## src/rtl/tl45_mem_arbiter.sv

```systemverilog
// tl45_mem_arbiter: shares a single Wishbone pipelined master port between the
// instruction-fetch requester and the load/store requester.
//
// Ports
//   i_clk, i_reset_n                 clock, asynchronous active-low reset
//   i_flush                          pipeline flush (cancels fetch responses only)
//   i_f_req/i_f_addr                 fetch request and byte address
//   o_f_ack/o_f_err/o_f_data         fetch response pulse, error pulse, instruction word
//   i_d_req/i_d_we/i_d_addr/
//   i_d_wdata/i_d_sel                data request, direction, address, store data, lanes
//   o_d_ack/o_d_err/o_d_rdata        data response pulse, error pulse, load data
//   o_wb_*                           Wishbone master outputs (30-bit word address)
//   i_wb_ack/i_wb_err/i_wb_stall/
//   i_wb_data                        Wishbone slave responses
module tl45_mem_arbiter (
  input  logic        i_clk,
  input  logic        i_reset_n,
  input  logic        i_flush,
  input  logic        i_f_req,
  input  logic [31:0] i_f_addr,
  output logic        o_f_ack,
  output logic        o_f_err,
  output logic [31:0] o_f_data,
  input  logic        i_d_req,
  input  logic        i_d_we,
  input  logic [31:0] i_d_addr,
  input  logic [31:0] i_d_wdata,
  input  logic [3:0]  i_d_sel,
  output logic        o_d_ack,
  output logic        o_d_err,
  output logic [31:0] o_d_rdata,
  output logic        o_wb_cyc,
  output logic        o_wb_stb,
  output logic        o_wb_we,
  output logic [29:0] o_wb_addr,
  output logic [31:0] o_wb_data,
  output logic [3:0]  o_wb_sel,
  input  logic        i_wb_ack,
  input  logic        i_wb_err,
  input  logic        i_wb_stall,
  input  logic [31:0] i_wb_data
);

  typedef enum logic [1:0] {StIdle, StReq, StWait, StGap} state_e;

  state_e      state_q, state_d;
  logic        owner_q, owner_d;  // 1 = data port owns the cycle
  logic [29:0] addr_q, addr_d;
  logic        we_q, we_d;
  logic [3:0]  sel_q, sel_d;
  logic [31:0] wdata_q, wdata_d;
  logic        cancel_q, cancel_d;
  logic        f_ack_q, f_ack_d, f_err_q, f_err_d;
  logic        d_ack_q, d_ack_d, d_err_q, d_err_d;
  logic [31:0] f_data_q, f_data_d, d_rdata_q, d_rdata_d;
  logic        resp;
  logic        unused_addr_bits;

  assign unused_addr_bits = ^{i_f_addr[1:0], i_d_addr[1:0]};

  always_comb begin
    state_d   = state_q;
    owner_d   = owner_q;
    addr_d    = addr_q;
    we_d      = we_q;
    sel_d     = sel_q;
    wdata_d   = wdata_q;
    cancel_d  = cancel_q;
    f_ack_d   = 1'b0;
    f_err_d   = 1'b0;
    d_ack_d   = 1'b0;
    d_err_d   = 1'b0;
    f_data_d  = f_data_q;
    d_rdata_d = d_rdata_q;
    resp      = 1'b0;

    unique case (state_q)
      StIdle: begin
        // Data is older in the pipeline, so it always wins.
        if (i_d_req) begin
          owner_d = 1'b1;
          addr_d  = i_d_addr[31:2];
          we_d    = i_d_we;
          sel_d   = i_d_sel;
          wdata_d = i_d_wdata;
          state_d = StReq;
        end else if (i_f_req && !i_flush) begin
          owner_d = 1'b0;
          addr_d  = i_f_addr[31:2];
          we_d    = 1'b0;
          sel_d   = 4'hF;
          wdata_d = '0;
          state_d = StReq;
        end
      end
      StReq: begin
        if (!i_wb_stall) begin
          state_d = StWait;
          // A response in the accepting cycle is taken immediately.
          resp    = i_wb_ack | i_wb_err;
        end
      end
      StWait: resp = i_wb_ack | i_wb_err;
      StGap: begin
        state_d  = StIdle;
        cancel_d = 1'b0;
      end
      default: state_d = StIdle;
    endcase

    if ((state_q == StReq || state_q == StWait) && !owner_q && i_flush) begin
      cancel_d = 1'b1;
    end

    if (resp) begin
      state_d = StGap;
      if (owner_q) begin
        d_err_d   = i_wb_err;
        d_ack_d   = !i_wb_err;
        d_rdata_d = i_wb_err ? 32'h0 : i_wb_data;
      end else if (!(cancel_q || i_flush)) begin
        // Flush in the response cycle also discards the fetch result.
        f_err_d  = i_wb_err;
        f_ack_d  = !i_wb_err;
        f_data_d = i_wb_err ? 32'h0 : i_wb_data;
      end
    end
  end

  always_ff @(posedge i_clk or negedge i_reset_n) begin
    if (!i_reset_n) begin
      state_q   <= StIdle;
      owner_q   <= 1'b0;
      addr_q    <= '0;
      we_q      <= 1'b0;
      sel_q     <= '0;
      wdata_q   <= '0;
      cancel_q  <= 1'b0;
      f_ack_q   <= 1'b0;
      f_err_q   <= 1'b0;
      d_ack_q   <= 1'b0;
      d_err_q   <= 1'b0;
      f_data_q  <= '0;
      d_rdata_q <= '0;
    end else begin
      state_q   <= state_d;
      owner_q   <= owner_d;
      addr_q    <= addr_d;
      we_q      <= we_d;
      sel_q     <= sel_d;
      wdata_q   <= wdata_d;
      cancel_q  <= cancel_d;
      f_ack_q   <= f_ack_d;
      f_err_q   <= f_err_d;
      d_ack_q   <= d_ack_d;
      d_err_q   <= d_err_d;
      f_data_q  <= f_data_d;
      d_rdata_q <= d_rdata_d;
    end
  end

  // cyc/stb decode straight from the state flop so reset drops them at once.
  assign o_wb_cyc  = (state_q == StReq) || (state_q == StWait);
  assign o_wb_stb  = (state_q == StReq);
  assign o_wb_we   = we_q;
  assign o_wb_addr = addr_q;
  assign o_wb_data = wdata_q;
  assign o_wb_sel  = sel_q;
  assign o_f_ack   = f_ack_q;
  assign o_f_err   = f_err_q;
  assign o_f_data  = f_data_q;
  assign o_d_ack   = d_ack_q;
  assign o_d_err   = d_err_q;
  assign o_d_rdata = d_rdata_q;

endmodule
```

## config.mk

```make
export PLATFORM = sky130hd
export DESIGN_NAME = tl45_mem_arbiter
export DESIGN_NICKNAME = d
export VERILOG_FILES = /design/src/rtl/tl45_mem_arbiter.sv
export SDC_FILE = /design/constraint.sdc
export NUM_CORES = 1
export LEC_CHECK = 0
export ABC_AREA = 1
export BUFFER_PORTS_ARGS = -buffer_cell sky130_fd_sc_hd__buf_4
export CAP_MARGIN = 10
export CORE_ASPECT_RATIO = 1.4
export CORE_MARGIN = 1
export CORE_UTILIZATION = 40
export CTS_CLUSTER_DIAMETER = 60
export DETAILED_ROUTE_END_ITERATION = 12
export GPL_ROUTABILITY_DRIVEN = 0
export GPL_TIMING_DRIVEN = 1
export HOLD_SLACK_MARGIN = 0.02
export PLACE_DENSITY = 0.7
export SYNTH_ARGS = -nofsm -noshare
export SYNTH_HDL_FRONTEND = slang
export SYNTH_SLANG_ARGS = --single-unit
```

## constraint.sdc

```tcl
create_clock -name i_clk -period 5.1 [get_ports i_clk]
set_input_delay 0.51 -clock i_clk [delete_from_list [all_inputs] [get_ports i_clk]]
set_output_delay 0.51 -clock i_clk [all_outputs]
set_load 0.01 [all_outputs]
```

Word level (Yosys, flattened, before mapping)
Index checks and enable logic that the tools add are counted.
Widths: inputs -> output; s select.
Word-level totals
  word-level logic and storage cells: 66
  register bits: 139
Cells by class
  reductions and logical operators: 16
  equality and inequality tests: 5
  muxes and demuxes: 29
  bitwise logic cells: 3
Operator list (count)
  $mux 32: 3
  $mux 30: 2
  $mux 1: 16
  $mux 2: 4
  $mux 4: 2
  $pmux 2 s3: 1
  $reduce_and 3->1: 2
  $eq 2x2->1 const B: 2
  $ne 4x4->1 const B: 1
  $reduce_and 2->1: 2
  $reduce_bool 2->1: 2
  $reduce_bool 4->1: 1
  $logic_and 1x1->1: 3
  $logic_not 1->1: 3
  $ne 3x2->1 const B: 1
  $eq 2x1->1 const B: 1
  $logic_not 2->1: 1
  $logic_or 1x1->1: 2
  $not 1->1: 2
  $pmux 1 s2: 1
  $or 1x1->1: 1

Depth between registers and ports, before layout
Gate-level depths: netlist (run 1).
  depth in word-level cells: 6
  mapped depth: 9

Worst setup path after synthesis (run 1)
Ideal clock, no wire load.
  path type: flip-flop to flip-flop
  from: register state_q[0]
  to: register d_rdata_q[23], in the netlist o_d_rdata[23]
  required time: 4.970 ns
  slack: 3.405 ns
  period minus slack after synthesis: 1.695 ns
  stages on the path, launching flop included: 10
  arrival time: 1.565 ns
  setup time: 0.130 ns
  path buffers: 2
  cell sequence: dfrtp_1 > inv_1 > ha_1 > inv_1 > nor2_4 > nand3_2 > buf_4 > buf_4 > nand2_1 > o21ai_1
On the way
  longest elaborated chain between the ends: 3
Ends and longest elaborated chain
  start: declaration: RTL line 46  | state_e state_q, state_d;
  start signal: assignment: RTL line 132  | state_q <= StIdle;
  start signal: assignment: RTL line 146  | state_q <= state_d;
  $eq 2x2->1 or $eq 2x1->1 (tied branches): RTL line 77  | unique case (state_q)
  $pmux 1 s2 (*): RTL line 77
  $reduce_and 2->1 (no line) (*)
  end signal: assignment: RTL line 158  | d_rdata_q <= d_rdata_d;
  end: declaration: RTL line 55  | logic [31:0] f_data_q, f_data_d, d_rdata_q, d_rdata_d;
Every way passes the cells marked *; elsewhere a longest branch is shown, timed or not.
A chain may end at the register's enable or synchronous reset.

Worst setup path after layout (run 1)
  from: register state_q[1]
  to: register d_rdata_q[3], in the netlist o_d_rdata[3]
Same word-level chain as after synthesis.

==> results of run 1 <==
[critical path: cells and delay by family, from the launching register on]
| kind | cells | cell delay (ns) |
|---|---|---|
| compound gates | 1 | 0.09 |
| flops | 1 | 0.41 |
| simple gates | 4 | 0.97 |
| fa+ha+maj | 1 | 0.22 |
| buf+inv | 3 | 0.91 |
[layout make-up]
cell class / count / area [um2]
multi-input cells: 521 / 2210
repair buffers: 280 / 2110
flip-flops and latches: 139 / 3480
well taps: 192 / 240
clock inverters: 12 / 139
inverters: 43 / 161
clock buffers: 20 / 437
fillers: 1371 / 6150
[metrics by stage]
step	worst slack, ns	cell area [um2]	util (%)
after floorplan	3.40	6090	-
after global placement	2.38	8190	54.9
after detailed placement	2.36	8190	54.9
after CTS	2.35	8770	58.8
after global routing	2.04	8770	58.8
final	2.34	8770	58.8
[sequential cells by signal (all words and copies together), names as in the netlist, 2 cells and up]
register and flops:
state_q 2, o_f_data 32, o_wb_data 32, o_wb_addr 30, o_wb_sel 4, o_d_rdata 32
[where the power goes]
group	internal, mW	switching [mW]
registers	1.51	0.244
clock network	0.726	0.480
logic	0.815	1.04
[cell families (layout without fill, tap and decap cells)]
kind of cell             count (synthesis)  after routing  share of synthesized area (%)
AO/OA/AOI/OAI                           71             71                           5.84
adder cells (fa/ha/maj)                  4              4                          0.822
buffers and inverters                   89            355                           6.74
flip-flops                             139            139                           57.1
AND/OR/NAND/NOR                        446            446                           29.5
[synthesized netlist by cell type]
library cell,number
buf_1,4
buf_2,19
buf_4,6
buf_6,4
clkbuf_1,13
clkinv_1,1
dfrtp_1,139
ha_1,4
inv_1,41
inv_2,1
nand2_1,395
nand2_2,1
nand3_1,3
nand3_2,2
nand4_1,32
nor2_1,10
nor2_4,1
nor3_4,1
o21ai_0,41
o21ai_1,30
or2_2,1
[metal layers]
metal  track usage, %  share of wire, %  up-vias
met2             37.1                50      218
met3             6.70               7.3       21
met1             27.0                41     2584
met4             8.06               1.9        0
li1                 -                 -     2841
met5                0                 0        -
[worst max-delay path by stage]
stage | to | cells after the start
3_3_place_gp | o_d_rdata[4]$_DFFE_PN0P_ | 9
3_5_place_dp | o_d_rdata[3]$_DFFE_PN0P_ | 9
5_1_grt | o_d_rdata[3]$_DFFE_PN0P_ | 9
4_1_cts | o_d_rdata[3]$_DFFE_PN0P_ | 9
2_1_floorplan | o_d_rdata[23]$_DFFE_PN0P_ | 9
6_report | o_d_rdata[3]$_DFFE_PN0P_ | 9
==> summary.txt, run 1 <==
Run status
  • Status: finished clean

Critical path
  • Max incr delay on CP: 0.44 ns
  • Worst R2R Path Depth: 9
  • CP cell instances: inv_1 > ha_1 > nand2_1 > nand2_1 > buf_4 > nand3_2 > buf_4 > nand2_1 > o21ai_0
  • Setup CP Type: reg -> reg
  • Kind of start point of the critical path: flop
  • Crit path top cell by count: nand2_1
  • Data arrival time of the worst path: 3.02 ns
  • R2r endpoint: o_d_rdata[3]$_DFFE_PN0P_
  • CP Capture Type: flop
  • Slowest-stage cell, CP: nand3_2
  • Worst-path fanout max: 45
  • Reg2Reg Launch Point: state_q[1]$_DFFE_PN0P_
  • Critical Path RT: 5.36 ns
  • Crit. Startpoint: state_q[1]$_DFFE_PN0P_
  • Reg2Reg Setup Slack: 2.34 ns

Global routing
  • First-pass GRT wire length: 27300 um
  • Gr ovfl total: 0
  • Total routing usage reported by global routing: 22.2%
  • Largest net degree at the start of global routing: 88
  • Vias in the first global route: about 5500
  • Initial antenna violation count: 0

Placement
  • IO buf count: approximately 270
  • Dpl hpwl: 11700 um
  • Placed Cells incl. Taps: 1175

Floorplanning
  • Die footprint: 15700 um2
  • Top Ports: 278
  • Die height: 148 um
  • Initial core utilization: 40.8%
  • Num rows: 53
  • Die X-Extent: 106 um
  • Core area: between 10000 and 15000 um2

Layout
  • Post-Layout Cell Count: 1207
  • Share of layout cells above drive strength 1: a little under a third
  • Layout Nets: 1147
  • Most frequent cells in the layout: nand2_1 (395), buf_4 (279), dfrtp_1 (139), inv_1 (41), o21ai_0 (41)
  • Commonest non-fill, non-tap cell in the layout: nand2_1
  • Ant diodes: 0
  • Synthesis-to-finish area growth: 44.0%

Worst hold path
  • Hold Path Class: in -> async

Clock tree
  • Number of post-CTS setup repair buffers: 0
  • CTS clk-pin slew, worst paths: ~0.060 ns
  • H-Tree Depth: 4
  • Hold buffer count at CTS: 0
  • Clock sinks: ~140
  • Clock tree buffer depth: 2
  • Total CTS buffers: 17
  • CTS tree: built
  • Root Driver: clkbuf_16
  • # resized after CTS: 0
  • Clk_lat worst skew: about 0.4 ns

Timing
  • FMAX: 363 MHz
  • Setup violators final: 0
  • Final Hold Viols: 0
  • RSZ-0062 raised after global routing: false
  • Slew margin rel.: 30.7%
  • Final Skew: 0.0102 ns
  • Worst-margin pin slew: 1.03 ns
  • Final TNS setup: 0 ns
  • Crit share post-route: 54.1%
  • Max-slew violations: 0
  • Crit path time final: between 2 and 3 ns
  • Hold WS: around 0.14 ns

Pwr
  • Pleak: 5.04 nW
  • Power per cell area: roughly 550 nW/um2
  • Overall power: 4.81 mW
  • Worst vdd rail ir drop: 0.279 mV

Yosys
  • YS warnings: 0
  • Gate Count Post-Synth: 749
  • Syn Nets: 894
  • Syn avg cell area: around 8.1 um2
  • Cell taking the most area after synthesis: dfrtp_1
  • Sequential fraction of the synthesis area: 57.1%
  • Synth cell types: 21
  • Synth Register Bits: 139
  • Synth top area cells: dfrtp_1 (57%), nand2_1 (24%), o21ai_0 (3.4%)
  • Top cell type's share of synthesized area: between 50% and 60%
  • Mapped cell area: just over 6000 um2

Routing
  • Post-Route WL: between 15000 and 20000 um
  • Iteration-0 DRC Markers: 251
  • Post-route ant nets: 0
  • TritonRoute pass-1 iters: 4
  • Via density: 4.69
  • Drt wl/cell: between 10 and 15 um
  • Via count: 5664
  • DRC viols: 0

Flow run
  • Max Cap Violations: 0
Note: power is estimated with default switching activity, not from simulation.
==> run 2: changes to the inputs <==
==> constraint.sdc (replaced) <==
create_clock -name i_clk -period 2.8 [get_ports i_clk]
set_input_delay 0.28 -clock i_clk [delete_from_list [all_inputs] [get_ports i_clk]]
set_output_delay 0.28 -clock i_clk [all_outputs]
set_load 0.01 [all_outputs]
==> run 2 against run 1 <==
Global-route usage fell by 0.20 points. Critical path depth is 2 lower. Hold slack got worse by 0.070 ns. Largest power group unchanged. Critical endpoint is now o_f_data[14]$_DFFE_PN0P_. Highest routed layer unchanged. Utilization up 0.87 points. Sequential power increased by 82%. Wire length is 1.4% lower. Critical path type unchanged. Flip-flop and latch count is the same.
==> summary.txt, run 2 (synthesis results as in run 1) <==
Placement
  • Dpl cell area: 8250 um2 (was 8190 um2)
  • Dpl hpwl: 11700 um (about the same)
  • Placed Cells incl. Taps: 1180 (was 1175)
  • IO buf count: 273 (unchanged)

Layout
  • Post-Layout Cell Count: 1213 (was 1207)
  • Multi-input gate area in the final layout: 2210 um2 (unchanged)
  • Final core utilization: 59.6% (was 58.8%)
  • Synthesis-to-finish area growth: 46.1% (was 44.0%)
  • Layout Nets: 1153 (was 1147)
  • Fillers: 1372 (was 1371)
  • Cell area after layout: 8900 um2 (was 8770 um2)
  • Sequential Area: 3480 um2 (unchanged)
  • Ant diodes: 0 (unchanged)
  • Commonest non-fill, non-tap cell in the layout: nand2_1 (unchanged)
  • Most frequent cells in the layout: nand2_1 (395), buf_4 (282), dfrtp_1 (139), inv_1 (41), o21ai_0 (41) (was nand2_1 (395), buf_4 (279), dfrtp_1 (139), inv_1 (41), o21ai_0 (41))
  • Share of layout cells above drive strength 1: 31.6% (was 31.1%)

Global routing
  • Initial antenna violation count: 0 (unchanged)
  • Gr ovfl total: 0 (unchanged)
  • First-pass GRT wire length: 27400 um (was 27300 um)
  • Vias in the first global route: 5599 (was 5453)
  • Largest net degree at the start of global routing: 97 (was 88)
  • Total routing usage reported by global routing: 22.0% (was 22.2%)

Critical path
  • Reg2Reg Setup Slack: 0.60 ns (was 2.34 ns)
  • Kind of start point of the critical path: flop (unchanged)
  • CP Capture Type: flop (unchanged)
  • R2r endpoint: o_f_data[14]$_DFFE_PN0P_ (was o_d_rdata[3]$_DFFE_PN0P_)
  • Setup CP Type: reg -> reg (unchanged)
  • Data arrival time of the worst path: 2.48 ns (was 3.02 ns)
  • Worst-path fanout max: 34 (was 45)
  • Reg2Reg Launch Point: state_q[0]$_DFFE_PN0P_ (was state_q[1]$_DFFE_PN0P_)
  • Worst R2R Path Depth: 7 (was 9)
  • Critical Path RT: 3.08 ns (was 5.36 ns)

Run status
  • Status: finished clean (unchanged)

Timing
  • Final Skew: 0.0109 ns (was 0.0102 ns)
  • Crit share post-route: 78.6% (was 54.1%)
  • Final TNS setup: 0 ns (unchanged)
  • Hold WS: 0.0734 ns (was 0.143 ns)
  • Slew margin rel.: 29.8% (was 30.7%)
  • Crit path time final: 2.20 ns (was 2.76 ns)
  • FMAX: 454 MHz (was 363 MHz)
  • Final Hold Viols: 0 (unchanged)
  • Worst-margin pin slew: 1.05 ns (was 1.03 ns)
  • Max-slew violations: 0 (unchanged)
  • Setup violators final: 0 (unchanged)
  • RSZ-0062 raised after global routing: false (unchanged)

Routing
  • Post-route ant nets: 0 (unchanged)
  • Drt wl/cell: 13.8 um (was 14.1 um)
  • TritonRoute pass-1 iters: 4 (unchanged)
  • Iteration-0 DRC Markers: 272 (was 251)
  • Post-Route WL: 16800 um (was 17000 um)
  • Via count: 5698 (was 5664)
  • DRC viols: 0 (unchanged)
  • Via density: 4.70 (was 4.69)

Clock tree
  • CTS tree: built (unchanged)
  • Clock sinks: 139 (unchanged)
  • Number of post-CTS setup repair buffers: 0 (unchanged)
  • Root Driver: clkbuf_16 (unchanged)
  • Total CTS buffers: 17 (unchanged)
  • H-Tree Depth: 4 (unchanged)
  • Clk_lat worst skew: 0.41 ns (about the same)
  • Clock tree buffer depth: 2 (unchanged)
  • CTS clk-pin slew, worst paths: 0.06 ns (about the same)
  • # resized after CTS: 0 (unchanged)

Floorplanning
  • Die height: 148 um (unchanged)
  • Die X-Extent: 106 um (unchanged)
  • Initial core utilization: 40.8% (unchanged)
  • Core area: 14900 um2 (unchanged)
  • Num rows: 53 (unchanged)
  • Top Ports: 278 (unchanged)
  • Die footprint: 15700 um2 (unchanged)

Pwr
  • Power per cell area: 1010 nW/um2 (was 549 nW/um2)
  • Worst vdd rail ir drop: 0.551 mV (was 0.279 mV)
  • Pleak: 5.10 nW (was 5.04 nW)

Worst hold path
  • Endpoint, Worst Hold: o_f_ack$_DFF_PN0_
  • Hold depth: 2
  • Hold Path Class: in -> reg (was in -> async)
  • Hold path start: i_wb_err

Flow run
  • Max Cap Violations: 0 (unchanged)
-- run 2: cell types whose count changed in the layout (fill, tap and decap cells not counted), sizes merged --
cell,change
bufinv,+2
clkbuf,-1
dlygate4sd3,+1
clkinv,-1
buf,+5
-- run 2: through the flow --
step           worst slack (ns)  power (mW)
3_5_place_dp              0.581        6.63
6_report                  0.599        8.99
3_3_place_gp              0.657        6.57
5_1_grt                   0.384        9.58
2_1_floorplan              1.10        4.91
4_1_cts                   0.565        9.07
-- run 2: area by class of cell --
type	count	area share [%]
Clock inverter	13	2.14
Tap cell	192	2.70
Multi-Input combinational cell	521	24.8
Clock buffer	19	4.98
Timing Repair Buffer	286	24.5
Sequential cell	139	39.1
Inverter	43	1.81
-- run 2: repair_timing --
action | 4_1_cts | 5_1_grt
setup endpoints to repair | 0 | 0
hold buffers | 1 | 0
hold endpoints to repair | 56 | 0
-- run 2: critical path, stage by stage (launching register included) --
cell	delay, ns
dfrtp_1	0.39
inv_1	0.08
ha_1	0.34
inv_1	0.10
nor2_4	0.25
nand3_2	0.61
nand2_1	0.23
nand2_1	0.07
-- run 2: report_power, final --
part           switching (mW)  internal (mW)  leakage, nW
sequential              0.439           2.75         1.81
combinational            1.87           1.52         3.00
clock                   0.882           1.52        0.297
-- run 2: worst max path at each step --
| stage | depth (start not counted) | startpoint | endpoint | slack [ns] |
|---|---|---|---|---|
| after global routing | 7 | state_q[0]$_DFFE_PN0P_ | o_f_data[11]$_DFFE_PN0P_ | 0.38 |
| after CTS | 7 | state_q[0]$_DFFE_PN0P_ | o_f_data[5]$_DFFE_PN0P_ | 0.57 |
| after detailed placement | 7 | state_q[0]$_DFFE_PN0P_ | o_f_data[8]$_DFFE_PN0P_ | 0.58 |
| after global placement | 7 | state_q[0]$_DFFE_PN0P_ | o_f_data[24]$_DFFE_PN0P_ | 0.66 |
| final | 7 | state_q[0]$_DFFE_PN0P_ | o_f_data[14]$_DFFE_PN0P_ | 0.60 |
| after floorplan | 9 | state_q[0]$_DFFE_PN0P_ | o_d_rdata[23]$_DFFE_PN0P_ | 1.10 |
-- run 2: per-layer routing --
layer  wire (um)  vias up  global-route usage [%]
li1            -     2862                       -
met1        6950     2601                    27.3
met2        8340      212                    36.8
met4         339        0                    7.99
met5           0        -                       0
met3        1150       23                    5.86
